## src/rtl/uart_rx_param.sv

```systemverilog
// Parametrised UART receiver: 3-sample majority vote per bit, false-start rejection,
// first-word-fall-through receive FIFO with per-word parity/framing flags and sticky overrun.
module uart_rx_param #(
  parameter int unsigned CLK_PER_BIT = 5208,
  parameter int unsigned DATA_BITS   = 8,
  parameter int unsigned PARITY      = 1,
  parameter int unsigned STOP_BITS   = 1,
  parameter int unsigned FIFO_DEPTH  = 4
) (
  input  logic                 clk,
  input  logic                 rst,
  input  logic                 rx,
  input  logic                 rd_en,
  input  logic                 ovr_clr,
  output logic [DATA_BITS-1:0] rd_data,
  output logic                 rd_parity_err,
  output logic                 rd_frame_err,
  output logic                 empty,
  output logic                 full,
  output logic                 overrun,
  output logic                 busy
);
  localparam int unsigned H  = CLK_PER_BIT / 2;
  localparam int unsigned CW = $clog2(CLK_PER_BIT);
  localparam int unsigned AW = $clog2(FIFO_DEPTH);
  localparam int unsigned WW = DATA_BITS + 2;

  localparam logic [CW-1:0] CNT_S0    = CW'(H - 1);
  localparam logic [CW-1:0] CNT_S1    = CW'(H);
  localparam logic [CW-1:0] CNT_DEC   = CW'(H + 1);
  localparam logic [CW-1:0] CNT_END   = CW'(CLK_PER_BIT - 1);
  localparam logic [3:0]    LAST_DATA = 4'(DATA_BITS - 1);
  localparam logic [3:0]    LAST_STOP = 4'(STOP_BITS - 1);
  localparam logic          ODD       = (PARITY == 2);
  localparam logic [AW:0]   CNT_FULL  = (AW + 1)'(FIFO_DEPTH);

  typedef enum logic [2:0] {S_IDLE, S_START, S_DATA, S_PARITY, S_STOP} state_t;

  state_t               state_q, state_d;
  logic                 sync1, rxs;
  logic [CW-1:0]        cnt;
  logic [3:0]           bit_idx;
  logic [1:0]           samp;
  logic [DATA_BITS-1:0] shreg;
  logic                 par_err, frm_err;
  logic                 vote, decide, bit_end, push;

  logic [WW-1:0]        mem [FIFO_DEPTH];
  logic [AW-1:0]        wr_ptr, rd_ptr;
  logic [AW:0]          count;
  logic [WW-1:0]        word, head;
  logic                 do_push, do_pop, drop;

  always_ff @(posedge clk) begin
    if (rst) begin
      sync1 <= 1'b1;
      rxs   <= 1'b1;
    end else begin
      sync1 <= rx;
      rxs   <= sync1;
    end
  end

  // Third sample is the live rxs at the decision count.
  assign vote    = (samp[0] & samp[1]) | (samp[0] & rxs) | (samp[1] & rxs);
  assign decide  = (cnt == CNT_DEC);
  assign bit_end = (cnt == CNT_END);

  always_ff @(posedge clk) begin
    if (rst) state_q <= S_IDLE;
    else     state_q <= state_d;
  end

  always_comb begin
    state_d = state_q;
    push    = 1'b0;
    case (state_q)
      S_IDLE:   if (!rxs) state_d = S_START;
      S_START: begin
        if (decide && vote) state_d = S_IDLE;
        else if (bit_end)   state_d = S_DATA;
      end
      S_DATA:   if (bit_end && bit_idx == LAST_DATA) state_d = (PARITY != 0) ? S_PARITY : S_STOP;
      S_PARITY: if (bit_end) state_d = S_STOP;
      S_STOP: begin
        if (decide && bit_idx == LAST_STOP) begin
          state_d = S_IDLE;
          push    = 1'b1;
        end
      end
      default:  state_d = S_IDLE;
    endcase
  end

  always_ff @(posedge clk) begin
    if (rst) begin
      cnt     <= '0;
      bit_idx <= '0;
      samp    <= '1;
      shreg   <= '0;
      par_err <= 1'b0;
      frm_err <= 1'b0;
    end else begin
      if (state_q == S_IDLE || bit_end) cnt <= '0;
      else                              cnt <= cnt + CW'(1);

      if (state_d != state_q) bit_idx <= '0;
      else if (bit_end)       bit_idx <= bit_idx + 4'd1;

      if (cnt == CNT_S0) samp[0] <= rxs;
      if (cnt == CNT_S1) samp[1] <= rxs;

      if (state_q == S_IDLE) begin
        par_err <= 1'b0;
        frm_err <= 1'b0;
      end
      if (state_q == S_DATA && decide)   shreg   <= {vote, shreg[DATA_BITS-1:1]};
      if (state_q == S_PARITY && decide) par_err <= (^shreg) ^ vote ^ ODD;
      if (state_q == S_STOP && decide && !vote) frm_err <= 1'b1;
    end
  end

  assign busy = (state_q != S_IDLE);

  // Last stop bit's vote is folded in directly since the word is pushed on its decision edge.
  assign word    = {shreg, par_err, frm_err | ~vote};
  assign empty   = (count == '0);
  assign full    = (count == CNT_FULL);
  assign do_pop  = rd_en & ~empty;
  assign do_push = push & (~full | rd_en);
  assign drop    = push & full & ~rd_en;

  always_ff @(posedge clk) begin
    if (do_push) mem[wr_ptr] <= word;
  end

  always_ff @(posedge clk) begin
    if (rst) begin
      wr_ptr  <= '0;
      rd_ptr  <= '0;
      count   <= '0;
      overrun <= 1'b0;
    end else begin
      if (do_push) wr_ptr <= wr_ptr + AW'(1);
      if (do_pop)  rd_ptr <= rd_ptr + AW'(1);
      case ({do_push, do_pop})
        2'b10:   count <= count + (AW + 1)'(1);
        2'b01:   count <= count - (AW + 1)'(1);
        default: count <= count;
      endcase
      if (drop)         overrun <= 1'b1;
      else if (ovr_clr) overrun <= 1'b0;
    end
  end

  assign head          = empty ? '0 : mem[rd_ptr];
  assign rd_data       = head[WW-1:2];
  assign rd_parity_err = head[1];
  assign rd_frame_err  = head[0];

endmodule

```

## config.mk

```make
export PLATFORM = sky130hd
export DESIGN_NAME = uart_rx_param
export DESIGN_NICKNAME = d
export VERILOG_FILES = /design/src/rtl/uart_rx_param.sv
export SDC_FILE = /design/constraint.sdc
export NUM_CORES = 1
export LEC_CHECK = 0
export CORE_MARGIN = 2
export CORE_UTILIZATION = 40
export CTS_BUF_LIST = sky130_fd_sc_hd__clkbuf_8
export DETAILED_ROUTE_END_ITERATION = 12
export PLACE_DENSITY_LB_ADDON = 0.1
export SETUP_SLACK_MARGIN = 0.4
export SLEW_MARGIN = 20
export SYNTH_ARGS = -nofsm -noshare
export SYNTH_HDL_FRONTEND = slang
export SYNTH_SLANG_ARGS = --single-unit
```

## constraint.sdc

```tcl
create_clock -name clk -period 2.55 [get_ports clk]
set_input_delay 0.3825 -clock clk [delete_from_list [all_inputs] [get_ports clk]]
set_output_delay 0.3825 -clock clk [all_outputs]
set_load 0.02 [all_outputs]
```

# ---- Yosys cells after proc, flatten, opt, wreduce, memory -nomap -nowiden
# Memories as Yosys holds them, arrays and structs flattened. A register that Yosys moved wholly into a read port is not among the register bits.
# Index checks and enable logic that the tools add are counted.
dict set report totals {
  register_bits 42
  n_memories 1
  wordCells 90
  mem_bits_rw 40
}
# memory words width rd rd_ports_with_merged_regs wr line_no
set mem_list {}
lappend mem_list {mem 4 10 1 1 1 48} ;# logic [WW-1:0] mem [FIFO_DEPTH];
dict set report op_classes {
  n_reduce_logical 20
  n_eq_ne 13
  add_sub_neg 6
  n_mux 20
  n_bitwise 16
}
# operator n
set op_table {}
lappend op_table {{$eq 13x12->1 const B} 3}
lappend op_table {{$mux 3} 6}
lappend op_table {{$pmux 3 s5} 1}
lappend op_table {{$add 13x1->13 const B} 1}
lappend op_table {{$eq 13x13->1 const B} 1}
lappend op_table {{$mux 10} 1}
lappend op_table {{$mux 1} 9}
lappend op_table {{$reduce_bool 2->1} 4}
lappend op_table {{$reduce_xor 8->1} 1}
lappend op_table {{$and 1x1->1} 7}
lappend op_table {{$logic_and 1x1->1} 7}
lappend op_table {{$eq 3x2->1 const B} 2}
lappend op_table {{$eq 3x3->1 const B} 2}
lappend op_table {{$logic_not 3->1} 2}
lappend op_table {{$pmux 3 s2} 1}
lappend op_table {{$add 2x1->2 const B} 2}
lappend op_table {{$add 4x1->4 const B} 1}
lappend op_table {{$eq 4x3->1 const B} 1}
lappend op_table {{$logic_not 4->1} 1}
lappend op_table {{$mux 2} 2}
lappend op_table {{$not 1->1} 4}
lappend op_table {{$or 1x1->1} 4}
lappend op_table {{$reduce_or 2->1} 2}
lappend op_table {{$add 3x1->3 const B} 1}
lappend op_table {{other kinds (9)} 9}

# ---- Depth between registers and ports, before layout
# Gate-level depths: netlist (run 1).
dict set report depth {
  depth_word 8
  depth_mapped 14
}

# ---- Least setup slack after synthesis (run 1)
# Ideal clock, no wire load.
dict set report synth_path {
  kind {register to register}
  startpoint {register count[2]}
  endpoint {register count[2]}
  stages_incl_launch_ff 12
  path_buffers 1
  path_slack_ps -95
  arrival_time_ps 2574
  period_less_slack_ps 2645
  cell_sequence {dfxtp_1 -> nor3b_1 -> nand2b_1 -> and3_1 -> buf_2 -> inv_1 -> ha_1 -> inv_1 -> fa_1 -> xor2_1 -> or3_1 -> a21oi_1}
}
dict set report synth_via {
  elab_chain_len 6
  word_cells_on_any_way 13
  classes_between {add/sub: 2; eq/ne: 3; mux: 1; bitwise: 5; reduce/logical: 2}
}
# element line_no
set synth_lines {}
lappend synth_lines {{from (decl)} 50} ;# logic [AW:0] count;
lappend synth_lines {{from (signal assigned)} 147} ;# 2'b10: count <= count + (AW + 1)'(1);
lappend synth_lines {{from (signal assigned)} 148} ;# 2'b01: count <= count - (AW + 1)'(1);
lappend synth_lines {{from (signal assigned)} 149} ;# default: count <= count;
lappend synth_lines {{$eq 3x3->1 *} 128} ;# assign full = (count == CNT_FULL);
lappend synth_lines {{net full} 19} ;# output logic full,
lappend synth_lines {{$not 1->1 *} 130} ;# assign do_push = push & (~full | rd_en);
lappend synth_lines {{$or 1x1->1 *} 130}
lappend synth_lines {{$and 1x1->1 *} 130}
lappend synth_lines {{$eq 2x1->1 / $eq 2x2->1 (equally long branches)} 146} ;# case ({do_push, do_pop})
lappend synth_lines {{$pmux 3 s2 / $reduce_bool 2->1 (equally long branches)} --}
# The timed path passes the listed nets; every way through them passes the cells marked *.
# A chain may end at the register's enable or synchronous reset.

# ---- Worst setup path after layout (run 1)
dict set report layout_path {
  startpoint {register bit_idx[0]}
  endpoint {register count[2]}
}
dict set report layout_via {
  elab_chain_len 7
  word_cells_on_any_way 9
  classes_between {eq/ne: 2; mux: 3; bitwise: 1; reduce/logical: 3}
}
# element line_no
set layout_lines {}
lappend layout_lines {{from (decl)} 42} ;# logic [3:0] bit_idx;
lappend layout_lines {{from (signal assigned)} 108} ;# else if (bit_end) bit_idx <= bit_idx + 4'd1;
lappend layout_lines {{$logic_not 4->1 *} 86} ;# if (decide && bit_idx == LAST_STOP) begin
lappend layout_lines {{$logic_and 1x1->1 *} 86}
lappend layout_lines {{$mux 1 *} 86}
lappend layout_lines {{$mux 1 *} 77} ;# case (state_q)
lappend layout_lines {{$and 1x1->1 *} 130}
lappend layout_lines {{$eq 2x1->1 / $eq 2x2->1 (equally long branches)} 146}
lappend layout_lines {{$pmux 3 s2 / $reduce_bool 2->1 (equally long branches)} --}
# Mark *: on every way between the ends. The rest lies on a longest branch, timed or not.

==> results.toml, run 1 <==
[min_path]
hold_depth = 1
whs_endpoint = "rxs$_SDFF_PP1_"
hold_class = "register to register"
hold_start = "sync1$_SDFF_PP1_"

[synth]
syn_nets = 322
yosys.area.top_type_share_pct = 32.5
synth-seq-cells = 84
ys.flop_type = "dfxtp_1"
syn_inst = 306
async_flop_share_pct = 0
syn_area_per_cell_sq_um = 12.1
ys_top_cells_by_area = "edfxtp_1, dfxtp_1, mux4_2"
netlist_area_sq_um = 3700
post_synth_num_cell_types = 44
synth_top_area_cell = "edfxtp_1"
synth_edf_count = 40
synth_warnings = 0
seq_area_frac_synth_pct = 56.3

[layout]
final_common_cell = "edfxtp_1"
drive_gt1_share_pct = 26.3
layout_common_cells = "edfxtp_1, nor2_1, dfxtp_1"
nets = 364
area_growth_pct = 18.7
diodes = 0
fin_util_pct = 48.2

[worst_setup_path]
crit_type = "register to register"
arrival_ns = 2.52
rr_startpoint = "bit_idx[0]$_SDFFE_PP0P_"
slowest_delay_ns = 0.35
crit_buf_inv = 3
start_kind = "register"
cp.depth = 12
startpoint = "bit_idx[0]$_SDFFE_PP0P_"
critPathCaptureType = "register"
slowest_stage = "or3_1"
reg2reg_setup_slack_ns = 0.33
cp_max_fo = 2
timing.rr.end = "count[2]$_SDFFE_PP0P_"
path_cells = "inv_1 > ha_1 > nor3b_2 > and3_1 > and3_4 > inv_4 > ha_4 > inv_2 > fa_2 > xor2_1 > or3_1 > a21oi_2"
path_delay_family = "simple AND/OR/NAND/NOR gates"
critical_path_required_ns = 2.85
r2r_cells = 12

[placement]
routabilityCongestion = 0.718
place_ws_ns = 0.0848
dp_hpwl_mm = 4.43
portBuffers = 18

[sta]
rsz0062_at_grt = "true"
finalHoldViolations = 0
fin_crit_sh_pct = 87.2
worstMarginPinSlew_ns = 0.429
layout_setup_ws_ns = 0.328
setup_viol = 0
slew_viol_final = 0
min_period_ns = 2.22
final.setup.tns_ns = 0
skew_ns = 0.0127
maxSlewHeadroom_pct = 71.4
fmax_mhz = 450

[route]
wl_mm = 6.49
vias = 2285
final_antenna_net_count = 0
avgViaCountPerCell = 4.92
firstDrtPassIters = 4
post_drt_wl_per_cell_um = 14.0
drc_errors = 0
drtIter0Drc = 36

[cts]
path_clk_slew_ns = 0.09
cts_tree = "yes"
root_buffer = "clkbuf_8"
cts_buffers = 9
ctsHoldBuffers = 0
cts_buffer_depth = 2
htreeDepth = 3
clkLatencyLatePin_ns = 0.35
cts.sinks = 84

[floorplan]
die_w_um = 100
initial_core_util_pct = 40.6
top_level_ports = 19
die_y_um = 100
rows = 35
core_area_sq_um = 9110
dieArea_sq_um = 10000

[global_routing]
grt_pass1_vias = 2253
antenna_found_initial = 0
overflow = 0
track_usage_pct = 14.2
grt_max_degree = 16
grt_pass1_wl_mm = 11.0

[power]
powerDensity_nw_per_um2 = 522
peakVddDrop_mv = 0.312
p_leak_nw = 1.52

[flow_run]
drv_cap = 0

[status]
outcome = "finished clean"
## how the worst max path moves through the flow
stage / end / slack [ns]
finish: count[2]$_SDFFE_PP0P_ / 0.33
global route: count[2]$_SDFFE_PP0P_ / 0.23
CTS: rd_data[4] / 0.29
detailed placement: count[2]$_SDFFE_PP0P_ / 0.08
global placement: count[2]$_SDFFE_PP0P_ / 0.13
floorplan: count[2]$_SDFFE_PP0P_ / 0.12
## flip-flops by register name (all words and copies together), names as in the netlist, 2 cells and up, named ones only
| name | count |
|---|---|
| bit_idx | 4 |
| state_q | 3 |
| wr_ptr | 2 |
| count | 3 |
| shreg | 8 |
| rd_ptr | 2 |
| cnt | 13 |
| samp | 2 |
| mem | 40 |
## worst reg2reg max path, delay by kind of cell (launching register included)
family | cells | cell delay [ns]
and+or+nand+nor | 4 | 0.83
xor gates and xnor gates | 1 | 0.15
adders and majority gates | 3 | 0.62
buffers and inverters | 3 | 0.12
AOI/OAI and AO/OA | 1 | 0.11
DFF | 1 | 0.33
## through the flow
| stage | total power [W] | area (sq um) | hold WS (ns) | std cells |
|---|---|---|---|---|
| global placement | 0.00148 | 4170 | 0.399 | 441 |
| finish | 0.00229 | 4390 | 0.431 | 464 |
| floorplan | 0.00146 | 3770 | 0.389 | 306 |
| detailed placement | 0.00148 | 4170 | 0.420 | 441 |
| global route | 0.00238 | 4390 | 0.439 | 464 |
| CTS | 0.00233 | 4380 | 0.440 | 462 |
## power breakdown
part | switching, W | leakage [nW] | internal [W]
clock network | 0.000488 | 0.0880 | 0.000358
logic | 0.0000247 | 0.704 | 0.0000207
registers | 0.00000232 | 0.729 | 0.00140
total | 0.000515 | 1.52 | 0.00178
## metal layers
layer	routed length, um	GRT usage, %	vias to the layer above
li1	-	-	1156
met2	3080	23.4	24
met5	0	0	-
met4	97	4.74	0
met1	3170	18.7	1097
met3	137	3.20	8
## final cells by class
type | count | area (sq um)
Clock buffer | 9 | 124
Clock inverter | 7 | 48.8
Fill cell | 830 | 4720
Inverter | 14 | 55.1
Multi-Input combinational cell | 192 | 1570
Sequential cell | 84 | 2090
Tap cell | 111 | 139
Timing Repair Buffer | 47 | 362
## cells in the mapped netlist, types with 2 or more instances
| cell type | instances |
|---|---|
| nor3_2 | 2 |
| ha_1 | 10 |
| or3_1 | 2 |
| nor4_1 | 2 |
| nor3_1 | 7 |
| nor4b_2 | 2 |
| and4_1 | 2 |
| nor4b_1 | 2 |
| and2_1 | 4 |
| nor3b_1 | 2 |
| nand2b_1 | 5 |
| and3_1 | 6 |
| mux2i_1 | 12 |
| clkbuf_1 | 10 |
| xor2_1 | 9 |
| nor2_1 | 38 |
| buf_2 | 5 |
| mux4_2 | 10 |
| o21ai_0 | 2 |
| nand4_1 | 4 |
| or2_2 | 2 |
| dfxtp_1 | 44 |
| edfxtp_1 | 40 |
| a21oi_1 | 7 |
| nand3_1 | 9 |
| nand2_1 | 8 |
| nor2b_1 | 13 |
| a31oi_1 | 2 |
| xnor2_1 | 17 |
| inv_1 | 14 |
## timing repair
| action | CTS | global route |
|---|---|---|
| pin swaps | 5 | 5 |
| buffers inserted | 5 | 2 |
| cloned | 0 | 0 |
| resized for setup | 18 | 27 |
| setup endpoints to repair | 14 | 16 |
## cells by family after synthesis
logic type                 Yosys count  synth area share, %
AOI/OAI and AO/OA                   17                 3.01
xor gates and xnor gates            27                 6.77
adders and majority gates           11                 3.92
buffers and inverters               30                 3.42
DFF                                 84                 56.3
muxes                               22                 9.34
and+or+nand+nor                    115                 17.3
(Power assumes the default switching activity.)
==> run 2, diff against run 1 <==
Clock period 2.55 ns to 2.8 ns, I/O delays scaled along.
==> run 2 against run 1 <==
First-iteration DRC count increased to 2.6 times the previous value. Core utilization decreased by 0.81 points. Sequential power decreased by 9%. Total power decreased by 9.0%. Die area unchanged. Critical endpoint unchanged. Largest cell class unchanged.
==> results.toml, run 2 (same netlist as run 1, synthesis figures left out) <==
[status]
outcome = "finished clean"

[flow_run]
drv_cap = 0

[sta]
layout_setup_ws_ns = 0.479
slew_viol_final = 0
rsz0062_at_grt = "false"
skew_ns = 0.0109
maxSlewHeadroom_pct = 62.0
fin_crit_sh_pct = 82.9
final.setup.tns_ns = 0
fmax_mhz = 431
worstMarginPinSlew_ns = 0.568
setup_viol = 0
min_period_ns = 2.32
finalHoldViolations = 0

[worst_setup_path]
crit_type = "register to register"
cp_max_fo = 4
path_cells = "inv_1 > ha_1 > nor3b_4 > and3_1 > and3_4 > inv_4 > ha_4 > inv_2 > fa_2 > xor2_2 > or3_1 > a21oi_1"
slowest_delay_ns = 0.36
path_delay_family = "simple AND/OR/NAND/NOR gates"
crit_buf_inv = 3
rr_startpoint = "bit_idx[1]$_SDFFE_PP0P_"
timing.rr.end = "count[2]$_SDFFE_PP0P_"
reg2reg_setup_slack_ns = 0.48
arrival_ns = 2.60
r2r_cells = 12
slowest_stage = "dfxtp_2"
critPathCaptureType = "register"
critical_path_required_ns = 3.08
start_kind = "register"

[route]
firstDrtPassIters = 4
final_antenna_net_count = 0
wl_mm = 6.44
drc_errors = 0
vias = 2255
drtIter0Drc = 95
avgViaCountPerCell = 5.01
post_drt_wl_per_cell_um = 14.3

[floorplan]
dieArea_sq_um = 10000
core_area_sq_um = 9110
initial_core_util_pct = 40.6
die_w_um = 100
top_level_ports = 19
die_y_um = 100
rows = 35

[cts]
cts_buffers = 9
cts_buffer_depth = 2
path_clk_slew_ns = 0.09
clkLatencyLatePin_ns = 0.35
cts_tree = "yes"
htreeDepth = 3
root_buffer = "clkbuf_8"
ctsHoldBuffers = 0
cts.sinks = 84

[layout]
drive_gt1_share_pct = 19.5
largest_register = "mem"
area_growth_pct = 16.7
largest_register_ffs = 40
diodes = 0
nFillCells = 852
multi_input_area_sq_um = 1580
final_common_cell = "edfxtp_1"
fin_util_pct = 47.4
seqCellArea_sq_um = 2090
layout_common_cells = "edfxtp_1, dfxtp_1, nor2_1"
reg_top3 = "mem x40, cnt x13, shreg x8"
postLayoutCellArea_sq_um = 4320
nets = 350

[global_routing]
track_usage_pct = 14.0
overflow = 0
grt_pass1_wl_mm = 10.7
grt_pass1_vias = 2157
antenna_found_initial = 0
grt_max_degree = 16

[power]
powerDensity_nw_per_um2 = 484
peakVddDrop_mv = 0.251
power.total_w = 0.00209
p_leak_nw = 1.46

[placement]
place_ws_ns = 0.272
placed_cell_area_sq_um = 4060
portBuffers = 18
dp_hpwl_mm = 4.32
routabilityCongestion = 0.710

[min_path]
hold_start = "sync1$_SDFF_PP1_"
hold_depth = 1
hold_class = "register to register"
whs_endpoint = "rxs$_SDFF_PP1_"
## run 2: cell count changes in the layout (fill, tap and decap cells not counted), sizes merged
cell	change
clkdlybuf4s50	+2
clkinv	-3
clkbuf	-10
dlygate4sd2	+9
dlymetal6s2s	-1
clkinvlp	+3
buf	-14
## run 2: worst max-delay path by stage
stage                       startpoint                     to  slack [ns]  cells after the start
3_3_place_gp                     rd_en  count[2]$_SDFFE_PP0P_        0.33                     10
5_1_grt        bit_idx[1]$_SDFFE_PP0P_  count[2]$_SDFFE_PP0P_        0.39                     13
3_5_place_dp                     rd_en  count[2]$_SDFFE_PP0P_        0.27                     10
6_report       bit_idx[1]$_SDFFE_PP0P_  count[2]$_SDFFE_PP0P_        0.48                     12
4_1_cts        bit_idx[1]$_SDFFE_PP0P_  count[2]$_SDFFE_PP0P_        0.40                     12
2_1_floorplan        cnt[1]$_SDFF_PP0_  count[2]$_SDFFE_PP0P_        0.37                     14
## run 2: what timing repair did
action / in CTS / in global routing
setup buffers: 2 / 5
resized for setup: 18 / 2
pin swaps: 0 / 5
setup endpoints to repair: 11 / 2
## run 2: through the flow
step | instances | hold slack (ns)
5_1_grt | 450 | 0.441
6_report | 450 | 0.423
3_5_place_dp | 427 | 0.399
3_3_place_gp | 427 | 0.396
2_1_floorplan | 306 | 0.389
4_1_cts | 445 | 0.430
## run 2: worst register-to-register path, stage by stage, from the launching register on
cell and delay [ns]:
dfxtp_2 0.36, inv_1 0.04, ha_1 0.16, nor3b_4 0.16, and3_1 0.16, and3_4 0.19, inv_4 0.06, ha_4 0.13
inv_2 0.03, fa_2 0.34, xor2_2 0.16, or3_1 0.30, a21oi_1 0.15
## run 2: power by group
group	internal [W]	total (W)	switching (W)
combinational	0.0000163	0.0000354	0.0000191
sequential	0.00128	0.00128	0.00000351
clock	0.000325	0.000774	0.000449
## run 2: area by class of cell
type,instances,share of cell area (%)
inverters,14,1.27
well taps,111,3.22
clock inverters,7,1.19
repair buffers,33,6.58
multi-input cells,192,36.5
clock buffers,9,2.87
flip-flops and latches,84,48.4
## run 2: layer usage
layer,track usage [%],wire length (um),vias to the layer above
li1,-,-,1131
met4,7.80,164,0
met1,17.9,3030,1083
met5,0,0,-
met2,22.6,3090,29
met3,2.51,148,12
==> run 3, diff against run 2 <==
Clock period 2.8 ns to 2 ns, I/O delays scaled along.
==> run 3 against run 2 <==
Total power is 42% higher. The flow now finishes with violations (setup timing). Wire length is 9.7% higher. Sequential share of layout area is 6.5 points lower. Clock skew is 0.0016 ns higher. Via count is 9.3% higher. Non-clock buffer count is 54 higher. Critical endpoint unchanged. Cell area is 16% higher. Maximum frequency is 4.8% higher. Global-route usage is 1.6 points higher. Largest power group unchanged.
==> results.toml, run 3 (same netlist as run 1, synthesis figures left out) <==
[worst_setup_path]
cp_max_fo = 2
slowest_delay_ns = 0.34
start_kind = "register"
slowest_stage = "dfxtp_2"
path_cells = "inv_2 > ha_4 > and3_4 > and4_4 > and3_4 > inv_4 > ha_4 > inv_2 > fa_2 > xor2_1 > or3_1 > a21oi_1"
crit_type = "register to register"
critPathCaptureType = "register"
critical_path_required_ns = 2.30
arrival_ns = 2.52

[route]
wl_mm = 7.06
firstDrtPassIters = 4
avgViaCountPerCell = 4.88
final_antenna_net_count = 0
drc_errors = 0
drtIter0Drc = 64
vias = 2465
post_drt_wl_per_cell_um = 14.0

[layout]
fin_util_pct = 55.1
largest_register = "mem"
diodes = 0
instances_no_fill = 505
drive_gt1_share_pct = 42.1
reg_top3 = "mem x40, cnt x13, shreg x8"
nFillCells = 807
largest_register_ffs = 40
area_growth_pct = 35.6
final_common_cell = "buf_4"
nets = 405
layout_common_cells = "buf_4, edfxtp_1, dfxtp_1"

[power]
power.total_w = 0.00297
peakVddDrop_mv = 0.396
p_leak_nw = 1.84
powerDensity_nw_per_um2 = 591

[sta]
setup_viol = 40
fin_crit_sh_pct = 111
slew_viol_final = 0
worstMarginPinSlew_ns = 0.342
fmax_mhz = 452
min_period_ns = 2.21
maxSlewHeadroom_pct = 76.9
finalHoldViolations = 0
rsz0062_at_grt = "true"
layout_setup_ws_ns = -0.214
skew_ns = 0.0125
whs_ns = 0.419

[placement]
portBuffers = 18
place_ws_ns = -0.312
routabilityCongestion = 0.769
dp_hpwl_mm = 4.75
post-place-cells = 466

[global_routing]
grt_pass1_wl_mm = 11.9
track_usage_pct = 15.6
overflow = 0
antenna_found_initial = 0
grt_max_degree = 17
grt_pass1_vias = 2415

[min_path]
hold_class = "register to register"

[cts]
clkLatencyLatePin_ns = 0.36
root_buffer = "clkbuf_8"
cts_buffers = 9
htreeDepth = 3
cts.sinks = 84
cts_tree = "yes"
cts_buffer_depth = 2
path_clk_slew_ns = 0.09
ctsHoldBuffers = 0

[floorplan]
initial_core_util_pct = 40.6
core_area_sq_um = 9110
die_y_um = 100
die_w_um = 100
dieArea_sq_um = 10000
top_level_ports = 19
rows = 35

[status]
violations = "setup timing"
outcome = "complete, but fails checks"

[flow_run]
drv_cap = 0
[run 3: changes by cell type in the layout (fill, tap and decap cells not counted), sizes merged]
cell / change
and2: +1
buf: +66
clkdlybuf4s15: +1
clkdlybuf4s50: -4
clkinv: +2
clkinvlp: -2
dlygate4sd2: -9
[run 3: cell type report]
class,instances,area (sq um),area share (%)
clock buffer,9,124,2.47
tap,111,139,2.77
clock inverter,7,57.6,1.15
multi-input combinational,193,1730,34.4
timing repair buffer,87,815,16.2
inverter,14,55.1,1.10
sequential,84,2100,41.9
[run 3: path summary, 6_finish.rpt]
kind / startpoint / endpoint / slack, ns / cells past startpoint
max reg2reg: cnt[1]$_SDFF_PP0_ / count[2]$_SDFFE_PP0P_ / -0.21 / 12
max: cnt[1]$_SDFF_PP0_ / count[2]$_SDFFE_PP0P_ / -0.21 / 12
min reg2reg: sync1$_SDFF_PP1_ / rxs$_SDFF_PP1_ / 0.42 / 1
min: sync1$_SDFF_PP1_ / rxs$_SDFF_PP1_ / 0.42 / 1
[run 3: worst max-delay path: cells and delay by family, from the launching register on]
kind                     cells  cell delay [ns]
XOR/XNOR                     1             0.15
adder cells (fa/ha/maj)      3             0.58
flip-flops                   1             0.34
buffers and inverters        3             0.13
AND/OR/NAND/NOR              4             0.85
AO/OA/AOI/OAI                1             0.12
[run 3: timing repair]
item,CTS,global route
pin swaps,18,16
endpoints found under the setup margin,86,87
buffers inserted,7,14
gates resized for setup,85,49
cloned,2,0
[run 3: report_power, final]
group	switching, W	leakage, nW	internal (W)
Combinational	0.0000352	1.02	0.0000323
Sequential	0.00000238	0.731	0.00178
Clock	0.000648	0.0881	0.000467
Total	0.000685	1.84	0.00228
[run 3: through the flow]
step | instance area, sq um | TNS [ns]
final | 5020 | -1.37
after global routing | 5020 | -4.41
after CTS | 4760 | -0.590
after detailed placement | 4420 | -0.408
after global placement | 4420 | -0.368
after floorplan | 3820 | -0.629
[run 3: layer usage]
metal	share of wire, %	wire [um]	vias up	GRT usage [%]
met1	43	3040	1178	18.3
met5	0	0	-	0
li1	-	-	1247	-
met4	1.4	101	0	5.27
met3	3.4	237	10	5.15
met2	52	3690	30	27.0
